===== src/rtl/mdu_ctrl.sv =====
// -----------------------------------------------------------------------------
// mdu_ctrl - multiply/divide sequencer for the execute stage.
//
// Owns the architectural HI/LO registers. MULT/MULTU take MUL_LAT cycles in
// state MUL, DIV/DIVU run a restoring divider for DIV_ITER cycles in state DIV,
// and both finish with a single DONE cycle where stall drops so the held
// instruction retires with the new HI/LO visible. MTHI/MTLO write in one cycle.
// A flush returns to IDLE from any state without touching HI/LO.
//
// Ports:
//   clk    rising-edge clock
//   rst    asynchronous active-high reset
//   valid  execute-stage instruction valid
//   op     0 none, 1 MULT, 2 MULTU, 3 DIV, 4 DIVU, 5 MTHI, 6 MTLO, 7 none
//   a      rs operand (also MTHI/MTLO source)
//   b      rt operand
//   flush  exception/ERET flush, kills any in-flight operation
//   stall  combinational pipeline hold
//   busy   registered, high while in MUL or DIV
//   hi/lo  architectural HI and LO registers
// -----------------------------------------------------------------------------
module mdu_ctrl #(
    parameter int MUL_LAT  = 2,
    parameter int DIV_ITER = 32
) (
    input  logic        clk,
    input  logic        rst,
    input  logic        valid,
    input  logic [2:0]  op,
    input  logic [31:0] a,
    input  logic [31:0] b,
    input  logic        flush,
    output logic        stall,
    output logic        busy,
    output logic [31:0] hi,
    output logic [31:0] lo
);

    localparam int CMAX = (DIV_ITER > MUL_LAT) ? DIV_ITER : MUL_LAT;
    localparam int CW   = $clog2(CMAX) + 1;

    typedef enum logic [1:0] {
        IDLE = 2'd0,
        MUL  = 2'd1,
        DIV  = 2'd2,
        DONE = 2'd3
    } state_t;

    state_t        state_reg;
    logic [CW-1:0] cnt_reg;
    logic [31:0]   opa_reg;        // multiplicand
    logic [31:0]   opb_reg;        // multiplier / divisor magnitude
    logic [31:0]   rem_reg;
    logic [31:0]   quo_reg;        // holds the dividend, shifted out as quotient bits shift in
    logic [31:0]   hi_reg;
    logic [31:0]   lo_reg;
    logic          mul_signed_reg;
    logic          neg_q_reg;
    logic          neg_r_reg;
    logic          busy_reg;

    // ---------------- request decode ----------------
    logic is_mul;
    logic is_div;
    logic op_signed;
    logic a_neg;
    logic b_neg;
    logic [31:0] a_abs;
    logic [31:0] b_abs;

    assign is_mul    = valid && (op == 3'd1 || op == 3'd2);
    assign is_div    = valid && (op == 3'd3 || op == 3'd4);
    assign op_signed = (op == 3'd1) || (op == 3'd3);
    assign a_neg     = op_signed && a[31];
    assign b_neg     = op_signed && b[31];
    // |0x8000_0000| stays 0x8000_0000, which is the correct unsigned magnitude.
    assign a_abs     = a_neg ? (32'd0 - a) : a;
    assign b_abs     = b_neg ? (32'd0 - b) : b;

    // ---------------- multiplier ----------------
    logic [63:0] ext_a;
    logic [63:0] ext_b;
    logic [63:0] product;

    assign ext_a   = mul_signed_reg ? {{32{opa_reg[31]}}, opa_reg} : {32'd0, opa_reg};
    assign ext_b   = mul_signed_reg ? {{32{opb_reg[31]}}, opb_reg} : {32'd0, opb_reg};
    // Low 64 bits of the extended product are exact for both signednesses.
    assign product = ext_a * ext_b;

    // ---------------- restoring divider step ----------------
    logic [32:0] rem_shift;
    logic [32:0] diff;
    logic        no_borrow;
    logic [31:0] rem_step;
    logic [31:0] quo_step;
    logic [31:0] rem_fin;
    logic [31:0] quo_fin;

    // The shifted remainder can exceed 32 bits when the divisor is large,
    // so the compare/subtract is done at 33 bits and bit 32 is the borrow.
    assign rem_shift = {rem_reg, quo_reg[31]};
    assign diff      = rem_shift - {1'b0, opb_reg};
    assign no_borrow = ~diff[32];
    assign rem_step  = no_borrow ? diff[31:0] : rem_shift[31:0];
    assign quo_step  = {quo_reg[30:0], no_borrow};
    assign quo_fin   = neg_q_reg ? (32'd0 - quo_step) : quo_step;
    assign rem_fin   = neg_r_reg ? (32'd0 - rem_step) : rem_step;

    // ---------------- outputs ----------------
    assign stall = !rst && (((state_reg == IDLE) && (is_mul || is_div) && !flush) ||
                            (state_reg == MUL) || (state_reg == DIV));
    assign busy  = busy_reg;
    assign hi    = hi_reg;
    assign lo    = lo_reg;

    // ---------------- sequencer ----------------
    always_ff @(posedge clk or posedge rst) begin
        if (rst) begin
            state_reg      <= IDLE;
            cnt_reg        <= '0;
            opa_reg        <= '0;
            opb_reg        <= '0;
            rem_reg        <= '0;
            quo_reg        <= '0;
            hi_reg         <= '0;
            lo_reg         <= '0;
            mul_signed_reg <= 1'b0;
            neg_q_reg      <= 1'b0;
            neg_r_reg      <= 1'b0;
            busy_reg       <= 1'b0;
        end else if (flush) begin
            // Abort: partial results are dropped and HI/LO are left alone.
            state_reg <= IDLE;
            cnt_reg   <= '0;
            busy_reg  <= 1'b0;
        end else begin
            case (state_reg)
                IDLE: begin
                    if (is_mul) begin
                        opa_reg        <= a;
                        opb_reg        <= b;
                        mul_signed_reg <= (op == 3'd1);
                        cnt_reg        <= CW'(MUL_LAT - 1);
                        busy_reg       <= 1'b1;
                        state_reg      <= MUL;
                    end else if (is_div) begin
                        if (b != 32'd0) begin
                            quo_reg   <= a_abs;
                            opb_reg   <= b_abs;
                            rem_reg   <= '0;
                            neg_q_reg <= a_neg ^ b_neg;
                            neg_r_reg <= a_neg;
                            cnt_reg   <= CW'(DIV_ITER - 1);
                            busy_reg  <= 1'b1;
                            state_reg <= DIV;
                        end else begin
                            // Divide by zero: fixed result, no iterations.
                            hi_reg    <= a;
                            lo_reg    <= 32'hFFFF_FFFF;
                            state_reg <= DONE;
                        end
                    end else if (valid && op == 3'd5) begin
                        hi_reg <= a;
                    end else if (valid && op == 3'd6) begin
                        lo_reg <= a;
                    end
                end

                MUL: begin
                    if (cnt_reg == '0) begin
                        hi_reg    <= product[63:32];
                        lo_reg    <= product[31:0];
                        busy_reg  <= 1'b0;
                        state_reg <= DONE;
                    end else begin
                        cnt_reg <= cnt_reg - 1'b1;
                    end
                end

                DIV: begin
                    rem_reg <= rem_step;
                    quo_reg <= quo_step;
                    if (cnt_reg == '0) begin
                        hi_reg    <= rem_fin;
                        lo_reg    <= quo_fin;
                        busy_reg  <= 1'b0;
                        state_reg <= DONE;
                    end else begin
                        cnt_reg <= cnt_reg - 1'b1;
                    end
                end

                DONE: begin
                    // The held instruction retires this cycle; its op is ignored.
                    state_reg <= IDLE;
                end

                default: state_reg <= IDLE;
            endcase
        end
    end

endmodule


===== config.mk =====
export PLATFORM = sky130hd
export DESIGN_NAME = mdu_ctrl
export DESIGN_NICKNAME = d
export VERILOG_FILES = /design/src/rtl/mdu_ctrl.sv
export SDC_FILE = /design/constraint.sdc
export NUM_CORES = 2
export LEC_CHECK = 0
export ABC_AREA = 1
export BUFFER_PORTS_ARGS = -buffer_cell sky130_fd_sc_hd__buf_2
export CAP_MARGIN = 20
export CORE_UTILIZATION = 41
export DETAILED_ROUTE_END_ITERATION = 8
export GPL_ROUTABILITY_DRIVEN = 0
export HOLD_SLACK_MARGIN = 0.1
export PLACE_DENSITY_LB_ADDON = 0.2
export SYNTH_ARGS = -nofsm -noshare
export SYNTH_HDL_FRONTEND = slang
export SYNTH_SLANG_ARGS = --single-unit

===== constraint.sdc =====
create_clock -name clk -period 11.4 [get_ports clk]
set_input_delay 1.14 -clock clk [delete_from_list [all_inputs] [get_ports clk]]
set_output_delay 1.14 -clock clk [all_outputs]
set_load 0.01 [all_outputs]

==> results.toml <==
[setup_path]
critPathKind = "reg -> reg"
endpoint_kind = "flop"
cp_max_fo = 15
required_ns = 11.86
cpMostUsedCell = "fa_1"
critPathSlowestCell = "dfrtp_1"
start_kind = "flop"
worstPathArrival_ns = 11.20
slowest_delay_ns = 1.03

[clock_network]
holdBufCountCts = 0
cts_tree = "yes"
clk_pin_slew_ns = 0.06
cts_setup_buffers = 0
cts_buffers = 26
htreeDepth = 1
clock-sinks = 204
cts_max_path_buffers = 3
root_buffer = "clkbuf_16"
post_cts_resized = 0
clock_latency_ns = 0.61

[grt]
grt-ovfl-total = 0
track_usage = 0.2967
antenna_found_initial = 10
grt_max_degree = 96
grt_pass1_vias = 55660
grt_pass1_wl_um = 352700

[min_path]
hold_class = "reg -> reg"

[timing]
rsz0062_at_grt = "no"
setup_violations = 0
max_slew.worst_pin.slew_ns = 1.205
fin_tns_setup_ns = 0
clock-skew-final_ns = 0.04529
period_share = 0.9423
max_slew_margin = 0.1883
maxClockFrequency_mhz = 93.09
fin_crit_ns = 10.74
hold_viol = 0
fin_hold_ws_ns = 0.4780
slew_violations = 0

[synthesis]
synth_area_leaders = "fa_1, inv_1, nand2_1, dfrtp_1, ha_1"
synth_top_family_by_area = "adder cells"
ys_ff_latch = 204
ys_seq_area_frac = 0.07873
syn-num-nets = 10260
synth_simple_gate_area_frac = 0.1739
synth-edff-count = 0
netlist_area_um2 = 64840
yosys_most_used_dff = "dfrtp_1"
syn-mean-instance-area_um2 = 7.701
synth_compound_area_frac = 0.05914
synth-adder-area-share = 0.5060
synth_mux_area_frac = 0
synth.largest_area_cell = "fa_1"
synthArstFlopShare = 1.000
syn_inst = 8420
ys_warn_count = 0
synth.distinct_cells = 56
synth-xor-area-share = 0.01372
synth_top_area_share = 0.4384

[placed_design]
dp_hpwl_um = 195600
post_dp_cell_area_um2 = 67770
io_buffers = 136

[routing]
viasPerCell = 5.190
ant_nets = 0
wl_per_cell_um = 22.25
firstDrtPassIters = 8
drtIter0Drc = 5416
drcViolationCount = 0
vias = 54130
drt_wl_total_um = 232100

[die]
core-area_um2 = 156600
fp.dieH_um = 399.7
die-area_um2 = 159700
pin_count = 137
die_w_um = 399.7
initial_utilization = 0.4141
row_count = 145

[run_status]
outcome = "completed"

[finish]
nNetsFinal = 10200
layout_commonest_cell = "inv_1"
mostFrequentLayoutCells = "inv_1, nand2_1, fa_1"
n_fill_cell = 15800
drive_above_1_share = 0.04790
final_area_um2 = 68660
syn2layout_area_growth_pct = 5.893

[run]
drv_cap = 0
[worst max-delay path: cells and delay by family (launching register included)]
family                     cells  cell delay (ns)
adders and majority gates     11             5.57
AOI/OAI and AO/OA              7             1.90
and+or+nand+nor                9             1.14
DFF                            1             1.03
buffers and inverters          8             1.00
[path summary, 6_finish.rpt]
check                                             start                 endpoint  slack (ns)  depth (start not counted)
worst max-delay path            opa_reg[26]$_DFFE_PP0P_       hi[25]$_DFFE_PP0P_        0.66                         35
worst min-delay path                 hi[19]$_DFFE_PP0P_       hi[19]$_DFFE_PP0P_        0.48                          2
worst max register to register  opa_reg[26]$_DFFE_PP0P_       hi[25]$_DFFE_PP0P_        0.66                         35
worst min register to register       hi[19]$_DFFE_PP0P_       hi[19]$_DFFE_PP0P_        0.48                          2
max in group asynchronous                           rst  opb_reg[18]$_DFFE_PP0P_        9.26                          3
min in group asynchronous                           rst       hi[12]$_DFFE_PP0P_        0.69                          2
[cells by family (layout without fill, tap and decap cells)]
family                   after synthesis  after routing
AND/OR/NAND/NOR                     2783           2783
buffers and inverters               2893           2845
other                                  0              1
XOR/XNOR                             100            100
adder cells (fa/ha/maj)             1770           1770
flip-flops                           204            204
AO/OA/AOI/OAI                        670            670
[stage by stage]
| step | cells | util | setup slack (ns) |
|---|---|---|---|
| after global placement | 10380 | 0.4327 | 1.088 |
| after detailed placement | 10380 | 0.4328 | 1.104 |
| after CTS | 10430 | 0.4383 | 1.018 |
| after floorplan | 8420 | - | 2.608 |
| after global routing | 10430 | 0.4385 | 0.4001 |
| final | 10430 | 0.4385 | 0.6576 |
[metal layers]
metal | part of all wire | up-vias | GRT usage
met5 | 0.00037 | - | 0
met4 | 0.041 | 14 | 0.1008
met3 | 0.11 | 376 | 0.06919
met2 | 0.43 | 2642 | 0.4470
met1 | 0.42 | 27090 | 0.4185
li1 | - | 24010 | -
[area by class of cell]
type	count	area, µm²	share of cell area
Multi-Input combinational cell	5323	48840	0.7113
Inverter	2532	9512	0.1385
Sequential cell	204	5107	0.07438
Tap cell	2058	2575	0.03750
Timing Repair Buffer	268	1774	0.02584
Clock buffer	31	709.4	0.01033
Clock inverter	14	145.1	0.002114
Antenna cell	1	2.502	0.00003645
[cell usage after synthesis (8+ instances only)]
| master | count |
|---|---|
| or2_2 | 21 |
| o21bai_1 | 14 |
| o31ai_1 | 9 |
| buf_1 | 25 |
| inv_1 | 2527 |
| nand3_1 | 261 |
| fa_1 | 1420 |
| o311ai_0 | 14 |
| o22ai_1 | 36 |
| dfrtp_1 | 204 |
| nor4_1 | 15 |
| a31oi_1 | 37 |
| nand2_1 | 1997 |
| a21o_1 | 22 |
| nand3b_1 | 8 |
| nor3_1 | 46 |
| nor2_2 | 10 |
| o211ai_1 | 30 |
| o221ai_1 | 9 |
| a21oi_1 | 195 |
| xnor2_1 | 45 |
| nand2_2 | 18 |
| xor2_1 | 54 |
| nand2_4 | 10 |
| ha_1 | 350 |
| o21ai_0 | 270 |
| nor2_1 | 340 |
| clkbuf_1 | 320 |
| nand4_1 | 37 |
| o2111ai_1 | 9 |
Power is left out: the tool's default activity adds up to more than one toggle a clock period on the data nets, which glitch-free logic cannot reach.
